File: src/rtl/edge_sched_pkg.sv
// Shared types and defaults for the edge-count scheduler: the FSM state
// encoding and default widths for the counter and the window length.
package edge_sched_pkg;

  typedef enum logic [2:0] {
    IDLE,
    CLEAR,
    WINDOW,
    SETTLE,
    REPORT
  } state_t;

  localparam int DEF_CW    = 32;
  localparam int DEF_WIN_W = 16;

endpackage

File: src/rtl/edge_count_sched_if.sv
// Result port of the edge-count scheduler: one captured count pair per channel,
// handed over with a valid/ready handshake.
interface edge_count_sched_if
  import edge_sched_pkg::*;
#(
  parameter int NUM_CH = 4,
  parameter int CW     = DEF_CW
);

  localparam int CH_W = $clog2(NUM_CH);

  logic            res_valid;
  logic            res_ready;
  logic [CH_W-1:0] res_ch;
  logic [CW-1:0]   res_pos;
  logic [CW-1:0]   res_neg;

  modport master (
    output res_valid, res_ch, res_pos, res_neg,
    input  res_ready
  );

  modport slave (
    input  res_valid, res_ch, res_pos, res_neg,
    output res_ready
  );

endinterface

File: src/rtl/edge_sched_timer.sv
// Loadable down-counter timing the CLEAR, WINDOW and SETTLE phases; tc is high
// while the count is zero, so loading N-1 on phase entry gives an N-cycle phase.
module edge_sched_timer #(
  parameter int W = 16
) (
  input  logic         clk,
  input  logic         rst_n,
  input  logic         load,
  input  logic [W-1:0] load_val,
  output logic         tc
);

  logic [W-1:0] count;

  always_ff @(posedge clk or negedge rst_n) begin
    if (!rst_n) begin
      count <= '0;
    end else if (load) begin
      count <= load_val;
    end else if (count != '0) begin
      count <= count - W'(1);
    end
  end

  assign tc = (count == '0);

endmodule

File: src/rtl/edge_count_sched.sv
// Sweeps one shared edge_counter across the enabled input channels: clear,
// gate the channel in for win_len cycles, let the counts settle, then report.
module edge_count_sched
  import edge_sched_pkg::*;
#(
  parameter int NUM_CH     = 4,
  parameter int CW         = DEF_CW,
  parameter int WIN_W      = DEF_WIN_W,
  parameter int CLR_CYC    = 2,
  parameter int SETTLE_CYC = 2
) (
  input  logic               clk,
  input  logic               rst_n,
  input  logic               start,
  input  logic               abort,
  input  logic [NUM_CH-1:0]  ch_mask,
  input  logic [WIN_W-1:0]   win_len,
  input  logic [NUM_CH-1:0]  sig_in,
  output logic               cnt_reset,
  output logic               cnt_signal,
  input  logic [CW-1:0]      posedge_count,
  input  logic [CW-1:0]      negedge_count,
  edge_count_sched_if.master res,
  output logic               busy,
  output logic               done
);

  localparam int CH_W = $clog2(NUM_CH);

  state_t            state;
  logic [CH_W-1:0]   sel;
  logic [NUM_CH-1:0] mask_q;
  logic [WIN_W-1:0]  len_q;

  logic              first_found;
  logic [CH_W-1:0]   first_sel;
  logic              next_found;
  logic [CH_W-1:0]   next_sel;
  logic              handshake;
  logic              tmr_load;
  logic [WIN_W-1:0]  tmr_val;
  logic              tmr_tc;

  // Descending scans so the last hit is the lowest qualifying channel.
  always_comb begin
    first_found = 1'b0;
    first_sel   = '0;
    next_found  = 1'b0;
    next_sel    = '0;
    for (int i = NUM_CH - 1; i >= 0; i--) begin
      if (ch_mask[i]) begin
        first_found = 1'b1;
        first_sel   = CH_W'(i);
      end
      if (mask_q[i] && (i > int'(sel))) begin
        next_found = 1'b1;
        next_sel   = CH_W'(i);
      end
    end
  end

  assign handshake = res.res_valid && res.res_ready;

  always_comb begin
    tmr_load = 1'b0;
    tmr_val  = '0;
    case (state)
      IDLE: begin
        if (start && first_found) begin
          tmr_load = 1'b1;
          tmr_val  = WIN_W'(CLR_CYC - 1);
        end
      end
      CLEAR: begin
        if (tmr_tc) begin
          tmr_load = 1'b1;
          tmr_val  = len_q - WIN_W'(1);
        end
      end
      WINDOW: begin
        if (tmr_tc) begin
          tmr_load = 1'b1;
          tmr_val  = WIN_W'(SETTLE_CYC - 1);
        end
      end
      REPORT: begin
        if (handshake && next_found) begin
          tmr_load = 1'b1;
          tmr_val  = WIN_W'(CLR_CYC - 1);
        end
      end
      default: begin
      end
    endcase
  end

  edge_sched_timer #(
    .W (WIN_W)
  ) u_timer (
    .clk      (clk),
    .rst_n    (rst_n),
    .load     (tmr_load),
    .load_val (tmr_val),
    .tc       (tmr_tc)
  );

  // Abort outranks everything, including a handshake in the same cycle.
  always_ff @(posedge clk or negedge rst_n) begin
    if (!rst_n) begin
      state         <= IDLE;
      sel           <= '0;
      mask_q        <= '0;
      len_q         <= '0;
      cnt_reset     <= 1'b1;
      cnt_signal    <= 1'b0;
      res.res_valid <= 1'b0;
      res.res_ch    <= '0;
      res.res_pos   <= '0;
      res.res_neg   <= '0;
      busy          <= 1'b0;
      done          <= 1'b0;
    end else begin
      done <= 1'b0;
      if (abort && (state != IDLE)) begin
        state         <= IDLE;
        res.res_valid <= 1'b0;
        cnt_reset     <= 1'b1;
        busy          <= 1'b0;
      end else begin
        case (state)
          IDLE: begin
            cnt_reset <= 1'b1;
            if (start) begin
              mask_q <= ch_mask;
              len_q  <= (win_len == '0) ? WIN_W'(1) : win_len;
              if (first_found) begin
                sel   <= first_sel;
                state <= CLEAR;
                busy  <= 1'b1;
              end else begin
                done <= 1'b1;
              end
            end
          end
          CLEAR: begin
            cnt_signal <= sig_in[sel];
            if (tmr_tc) begin
              cnt_reset <= 1'b0;
              state     <= WINDOW;
            end
          end
          WINDOW: begin
            cnt_signal <= sig_in[sel];
            if (tmr_tc) begin
              state <= SETTLE;
            end
          end
          // cnt_signal is left untouched here so the counter sees no new edges.
          SETTLE: begin
            if (tmr_tc) begin
              res.res_pos   <= posedge_count;
              res.res_neg   <= negedge_count;
              res.res_ch    <= sel;
              res.res_valid <= 1'b1;
              state         <= REPORT;
            end
          end
          REPORT: begin
            if (handshake) begin
              res.res_valid <= 1'b0;
              cnt_reset     <= 1'b1;
              if (next_found) begin
                sel   <= next_sel;
                state <= CLEAR;
              end else begin
                state <= IDLE;
                busy  <= 1'b0;
                done  <= 1'b1;
              end
            end
          end
          default: begin
            state <= IDLE;
          end
        endcase
      end
    end
  end

endmodule

File: src/flat_wrapper.sv
// flat-port wrapper written by rule: the top's interface ports become plain ports
module edge_count_sched_flat import edge_sched_pkg::*;
#(
  parameter int NUM_CH     = 4,
  parameter int CW         = DEF_CW,
  parameter int WIN_W      = DEF_WIN_W,
  parameter int CLR_CYC    = 2,
  parameter int SETTLE_CYC = 2
)
  (clk, rst_n, start, abort, ch_mask, win_len, sig_in, cnt_reset, cnt_signal, posedge_count, negedge_count, busy, done, res_res_valid, res_res_ch, res_res_pos, res_res_neg, res_res_ready);
  edge_count_sched_if #(.NUM_CH(NUM_CH), .CW(CW)) res_i ();
  input  logic clk;
  input  logic rst_n;
  input  logic start;
  input  logic abort;
  input  logic [NUM_CH-1:0] ch_mask;
  input  logic [WIN_W-1:0] win_len;
  input  logic [NUM_CH-1:0] sig_in;
  output logic cnt_reset;
  output logic cnt_signal;
  input  logic [CW-1:0] posedge_count;
  input  logic [CW-1:0] negedge_count;
  output logic busy;
  output logic done;
  output wire logic [$bits(res_i.res_valid)-1:0] res_res_valid;
  output wire logic [$bits(res_i.res_ch)-1:0] res_res_ch;
  output wire logic [$bits(res_i.res_pos)-1:0] res_res_pos;
  output wire logic [$bits(res_i.res_neg)-1:0] res_res_neg;
  input wire logic [$bits(res_i.res_ready)-1:0] res_res_ready;
  assign res_res_valid = res_i.res_valid;
  assign res_res_ch = res_i.res_ch;
  assign res_res_pos = res_i.res_pos;
  assign res_res_neg = res_i.res_neg;
  assign res_i.res_ready = res_res_ready;
  edge_count_sched #(.NUM_CH(NUM_CH), .CW(CW), .WIN_W(WIN_W), .CLR_CYC(CLR_CYC), .SETTLE_CYC(SETTLE_CYC)) u_core (.clk(clk), .rst_n(rst_n), .start(start), .abort(abort), .ch_mask(ch_mask), .win_len(win_len), .sig_in(sig_in), .cnt_reset(cnt_reset), .cnt_signal(cnt_signal), .posedge_count(posedge_count), .negedge_count(negedge_count), .res(res_i), .busy(busy), .done(done));
endmodule
File: config.mk
export PLATFORM = sky130hd
export DESIGN_NAME = edge_count_sched_flat
export DESIGN_NICKNAME = d
export VERILOG_FILES = /design/src/rtl/edge_sched_pkg.sv /design/src/rtl/edge_count_sched_if.sv /design/src/rtl/edge_sched_timer.sv /design/src/rtl/edge_count_sched.sv /design/src/flat_wrapper.sv
export SDC_FILE = /design/constraint.sdc
export NUM_CORES = 1
export LEC_CHECK = 0
export CORE_MARGIN = 3
export CORE_UTILIZATION = 42
export DETAILED_ROUTE_END_ITERATION = 12
export PLACE_DENSITY = 0.78
export SKIP_CTS_REPAIR_TIMING = 1
export SYNTH_ARGS = -nofsm -noshare
export SYNTH_HDL_FRONTEND = slang
export SYNTH_SLANG_ARGS = --single-unit
export TNS_END_PERCENT = 10
File: constraint.sdc
create_clock -name clk -period 1.9 [get_ports clk]
set_input_delay 0.19 -clock clk [delete_from_list [all_inputs] [get_ports clk]]
set_output_delay 0.19 -clock clk [all_outputs]
set_load 0.01 [all_outputs]
=== Word-level counts from Yosys, hierarchy flattened ===
Cells that the tools add are included.

* Add/subtract/negate cells: 2
* Magnitude comparators: 4
* Reductions and logical operators: 26
* Equal/unequal tests: 15
* Muxes and demuxes: 62
* Bitwise operators: 1

{| class="wikitable"
|+ Operators by type and width
! cell !! count
|-
| $mux W16 || 4
|-
| $pmux W16 S4 || 1
|-
| $logic_not A16 Y1 || 2
|-
| $sub A16 B1 Y16 const B || 2
|-
| $mux W1 || 31
|-
| $mux W2 || 11
|-
| $mux W3 || 7
|-
| $reduce_bool A16 Y1 || 1
|-
| $ne A3 B1 Y1 const B || 5
|-
| $pmux W3 S5 || 1
|-
| $reduce_and A3 Y1 || 4
|-
| $reduce_and A6 Y1 || 2
|-
| $reduce_bool A3 Y1 || 3
|-
| $logic_and A1 B1 Y1 || 7
|-
| $eq A3 B2 Y1 const B || 2
|-
| $ne A2 B1 Y1 const B || 3
|-
| $pmux W1 S2 || 3
|-
| $pmux W1 S3 || 2
|-
| $reduce_and A5 Y1 || 1
|-
| $gt A2 B2 Y1 const A || 2
|-
| $pmux W2 S2 || 1
|-
| $reduce_bool A2 Y1 || 2
|-
| $reduce_bool A4 Y1 || 1
|-
| $eq A3 B1 Y1 const B || 1
|-
| 11 further kinds || 11
|}

* Output and inout port bits: 71
* Bits of input ports: 93
* Register bits after elaboration: 112

=== Depth between registers and ports, before layout ===
Gate-level depths: netlist of run 1.

* Depth in word-level cells: 9
* Gate-level depth with buffers: 8

=== By module ===
A second synthesis of run 1 with hierarchy kept.

* Cells, all modules: 434
* Area total of the unflattened synthesis: 5233.8 µm²

{| class="wikitable"
|+ By module, submodules not included
! module !! cells an instance !! times used !! area each (µm²)
|-
| edge_count_sched || 326 || 1 || 4211.5
|-
| edge_sched_timer || 108 || 1 || 1022.2
|}

=== Least setup slack after synthesis of run 1 ===
Ideal clock, no wire load.

* Kind: register to register
* Start point: reg u_core.u_timer.count[0]
* End point: reg u_core.res.res_ch[0]
* Arrival time: 1937 ps
* Stages on the path, launching flop included: 9
* Setup time: 128 ps
* Path buffers: 2
* Clock period less this slack: 2064 ps
* Required time: 1772 ps
* Setup slack: -164 ps
* Cells stage by stage: dfrtp_1 inv_1 ha_1 nor3b_1 nand4_4 nor2_4 buf_6 buf_6 mux2_1

* Cells in the longest elaborated chain, start to end: 2

{| class="wikitable"
|+ Ends and longest elaborated chain
! what !! line !! RTL
|-
| start: declaration || edge_sched_timer.sv:13 || <nowiki>logic [W-1:0] count;</nowiki>
|-
| start signal: assignment || edge_sched_timer.sv:19 || <nowiki>count <= load_val;</nowiki>
|-
| start signal: assignment || edge_sched_timer.sv:21 || <nowiki>count <= count - W'(1);</nowiki>
|-
| $logic_not A16 Y1 || edge_sched_timer.sv:25 || <nowiki>assign tc = (count == '0);</nowiki>
|-
| $reduce_and A3 Y1 (no source line) || - ||
|-
| end signal: assignment || edge_count_sched.sv:163 || <nowiki>res.res_ch <= sel;</nowiki>
|-
| end: declaration || edge_count_sched_if.sv:19 || <nowiki>output res_valid, res_ch, res_pos, res_neg,</nowiki>
|}

No other way between the ends.
A chain may end at the register's enable or synchronous reset.

=== Worst setup path after layout of run 1 ===
* Start point: reg u_core.u_timer.count[4]
* End point: reg u_core.res.res_pos[30]

* Cells in the longest elaborated chain, start to end: 2

{| class="wikitable"
|+ Ends and longest elaborated chain
! what !! line !! RTL
|-
| $logic_not A16 Y1 || edge_sched_timer.sv:25 ||
|-
| $reduce_and A3 Y1 (no source line) || - ||
|-
| end signal: assignment || edge_count_sched.sv:161 || <nowiki>res.res_pos <= posedge_count;</nowiki>
|-
| end: declaration || edge_count_sched_if.sv:19 ||
|}

No other way between the ends.

==> results by group, run 1 <==
Setup path
  – Setup CP Type: flop to flop
  – Crit path launch type: flop
  – Worst reg-to-reg setup slack: -0.09 ns
  – Crit Path Max Fanout: 10
  – Critical path required time: 2.13 ns
  – CP cell instances: nor4_4, buf_4, nand4_4, nor2_4, buf_12, clkbuf_16, mux2_2
  – Max stage delay on crit path: 0.43 ns
  – Critical path capture point type: flop
  – Slowest CP cell: dfrtp_2
  – Worst EP arrival: 2.22 ns

Power
  – Combinational power share: 35.8%
  – Clk pwr share: 23.2%
  – Leak: 3.39 nW
  – Pint: 5.33 mW
  – Maximum VDD drop: 0.435 mV
  – Pwr dens: 1020 nW/um^2
  – Switching power: 2.62 mW
  – Sequential share of power: 41.0%
  – Sw Share: 32.9%

Cells and area
  – Area grow syn2layout: 53.8%
  – # diodes: 0
  – Layout cells sized above 1: 25.9%
  – # fillers: 838
  – Nets: 704
  – Non-filler cells in the finished layout: 756

Floorplan
  – Die Span X: 116 um
  – Die Ht: 116 um
  – Starting density of the core: 43.6%
  – Core Box Area: 11600 um^2
  – I/O pins: 164
  – Die area: 13400 um^2
  – Rows: 39

Drt
  – Vias post-DR: 4001
  – Antenna-violating nets left: 0
  – Avg Vias per Cell: 5.29
  – First-pass DRT Iterations: 4
  – Wirelength, routed: 14.1 mm
  – Iteration-0 DRC Markers: 170
  – Drt wl/cell: 18.7 um
  – Remaining DRCs: 0

Synth
  – Syn. warnings: 0
  – Top-area cell type share of the netlist area: 54.3%
  – Syn Nets: 493
  – Avg Cell Area, Syn: 12.8 um^2
  – Asr flop ratio synth: 100%
  – Area leader, netlist: dfrtp_1
  – EDFF count, synth: 0
  – #FFs+latches synth: 111
  – Top post-synthesis cells by area: dfrtp_1, mux2_2, mux2_1
  – Seq/Total Area, Yosys: 54.8%
  – Distinct cells, synth: 53
  – Netlist Area Pre-Place: 5070 um^2
  – Main synth FF type: dfrtp_1
  – Cells after synthesis: 397

Outcome
  – Failing checks: negative setup slack
  – Status: finished, violations left

Placed design
  – # placed instances: 729
  – Setup slack at placement: -0.105 ns
  – Port buffer count: 163
  – Placer Congestion: 0.856
  – HPWL after DPL: 9.94 mm

CTS
  – Skew-Pair Late Insertion Delay: 0.35 ns
  – Number of buffers created by CTS: 9
  – Root Driver: clkbuf_16
  – CTS Buffer Depth: 2
  – CTS Sinks: 111
  – Htree depth: 3
  – Clock-pin slew on the worst setup and hold paths: 0.07 ns
  – Clock tree from TritonCTS: built

STA
  – Final period utilization: 105%
  – Worst-Margin Slew: 0.533 ns
  – Setup-failing EPs final: 66
  – Setup TNS: -3.84 ns
  – Peak Freq: 503 MHz
  – Fin crit period: 1.99 ns
  – Slew Limit Fails: 0
  – Fin worst setup slack: -0.0891 ns
  – Skew final: 0.0107 ns
  – RSZ-0062 raised after global routing: yes
  – Final-report hold violation count: 0
  – Worst slew margin: 64.5%

GRT
  – Antenna violations before repair: 0
  – Largest net degree at the start of global routing: 46
  – Global-route wire length before repair: 21.8 mm
  – All-Layer GR Usage: 20.8%
  – Vias in the first global route: 4413
  – Total grt overflow: 0

Worst hold path
  – Hold Crit Class: input port to async pin

Flow run
  – Max-Cap Viols: 0
==> area by class of cell <==
class	instances	area (um^2)	area share (%)
well taps	143	179	2.29
inverters	11	41.3	0.530
multi-input cells	259	2330	29.9
clock inverters	3	26.3	0.337
repair buffers	216	2170	27.9
clock buffers	13	260	3.34
flip-flops and latches	111	2780	35.7
==> kinds of logic (layout without fill, tap and decap cells) <==
kind of cell | count (synthesis) | count (layout) | share of synthesized area (%)
multiplexers | 86 | 86 | 19.3
adder cells (fa/ha/maj) | 3 | 3 | 0.741
AO/OA/AOI/OAI | 57 | 57 | 7.18
buffers and inverters | 27 | 243 | 2.91
XOR/XNOR | 26 | 26 | 4.49
AND/OR/NAND/NOR | 87 | 87 | 10.5
flip-flops | 111 | 111 | 54.8
==> state kept, by name (all words and copies together) (netlist names) <==
signal	flops
u_core.res.res_pos	32
u_core.u_timer.count	16
u_core.cnt_signal	1
u_core.sel	2
u_core.state	3
u_core.res.res_valid	1
u_core.res.res_ch	2
u_core.done	1
u_core.cnt_reset	1
u_core.len_q	16
u_core.res.res_neg	32
u_core.busy	1
u_core.mask_q	3
==> path summary, 6_finish.rpt <==
path / to / from / cells past startpoint
worst max-delay path: u_core.res.res_pos[30] / u_core.u_timer.count[4] / 7
worst min-delay path: u_core.res.res_pos[9] / rst_n / 2
worst max register to register: u_core.res.res_pos[30] / u_core.u_timer.count[4] / 7
worst min register to register: u_core.cnt_reset / u_core.cnt_reset / 2
max in group asynchronous: u_core.res.res_pos[8] / rst_n / 3
min in group clk: u_core.res.res_neg[19] / negedge_count[19] / 2
==> Yosys cell counts (2+ instances only) <==
| cell type | n |
|---|---|
| nor2_1 | 15 |
| buf_4 | 3 |
| nor4_4 | 2 |
| a211oi_1 | 4 |
| dfrtp_1 | 110 |
| mux2_2 | 55 |
| nand2_1 | 21 |
| or4_1 | 2 |
| nand3_1 | 5 |
| nand4_1 | 2 |
| xnor2_1 | 17 |
| o22ai_1 | 14 |
| a41oi_1 | 2 |
| buf_6 | 4 |
| inv_1 | 11 |
| mux2_1 | 29 |
| or3_1 | 2 |
| xor2_1 | 9 |
| ha_1 | 3 |
| a21oi_1 | 11 |
| nor3b_1 | 6 |
| a21o_1 | 4 |
| nor3_1 | 8 |
| nor4_1 | 9 |
| clkbuf_1 | 5 |
| o21ai_0 | 14 |
| buf_2 | 4 |
==> cell usage in the layout, fill, tap and decap left out, drive strengths merged, types with 2 or more instances in the layout <==
master and n:
a211oi 4, a21o 4, a21oi 11, a41oi 2
buf 50, clkbuf 16, clkdlybuf4s50 162, clkinv 2
dfrtp 110, ha 3, inv 12, mux2 84
nand2 21, nand3 5, nand4 4, nor2 16
nor3 8, nor3b 7, nor4 12, nor4b 2
o21ai 14, o22ai 14, o31ai 2, or3 2
or4 2, xnor2 17, xor2 9
==> per-layer routing <==
layer / share of wire [%] / track usage (%) / vias to the layer above
met4: 1.4 / 8.20 / 0
met3: 9.1 / 7.62 / 14
li1: - / - / 1858
met2: 50 / 34.6 / 152
met1: 39 / 24.5 / 1977
met5: 0 / 0 / -
==> metrics by stage <==
step                      utilization, %  power (mW)  cell area (um^2)  hold WS [ns]
after floorplan                        -        4.73              5070        -0.106
after global placement              61.6        5.79              7150         0.199
after detailed placement            61.6        5.93              7150         0.205
after CTS                           64.0        7.79              7440        -0.175
after global routing                67.1        8.42              7800         0.408
final                               67.1        7.95              7800         0.366
==> worst max-delay path: cells and delay by family (launching register included) <==
kind	cells	cell delay, ns
flops	1	0.43
mux	1	0.34
simple gates	3	0.58
buf+inv	3	0.52
==> power groups by stage <==
| stage | Combinational [mW] | Sequential (mW) | Clock [mW] |
|---|---|---|---|
| floorplan | 1.49 | 3.25 | 0 |
| global placement | 2.56 | 3.23 | 0 |
| detailed placement | 2.67 | 3.27 | 0 |
| CTS | 2.68 | 3.22 | 1.89 |
| global route | 3.10 | 3.32 | 2.00 |
| finish | 2.85 | 3.26 | 1.85 |
Note: power is estimated with default switching activity, not from simulation.
==> run 2: changes to the inputs <==
--- a/config.mk
+++ b/config.mk
@@ -7,9 +7,11 @@
 export LEC_CHECK = 0
 export CORE_MARGIN = 3
 export CORE_UTILIZATION = 42
+export CTS_CLUSTER_SIZE = 30
 export DETAILED_ROUTE_END_ITERATION = 12
 export PLACE_DENSITY = 0.78
 export SKIP_CTS_REPAIR_TIMING = 1
+export SLEW_MARGIN = 20
 export SYNTH_ARGS = -nofsm -noshare
 export SYNTH_HDL_FRONTEND = slang
 export SYNTH_SLANG_ARGS = --single-unit
==> results of run 2 <==
The final DEF is identical to that of run 1; final timing and power are the same.
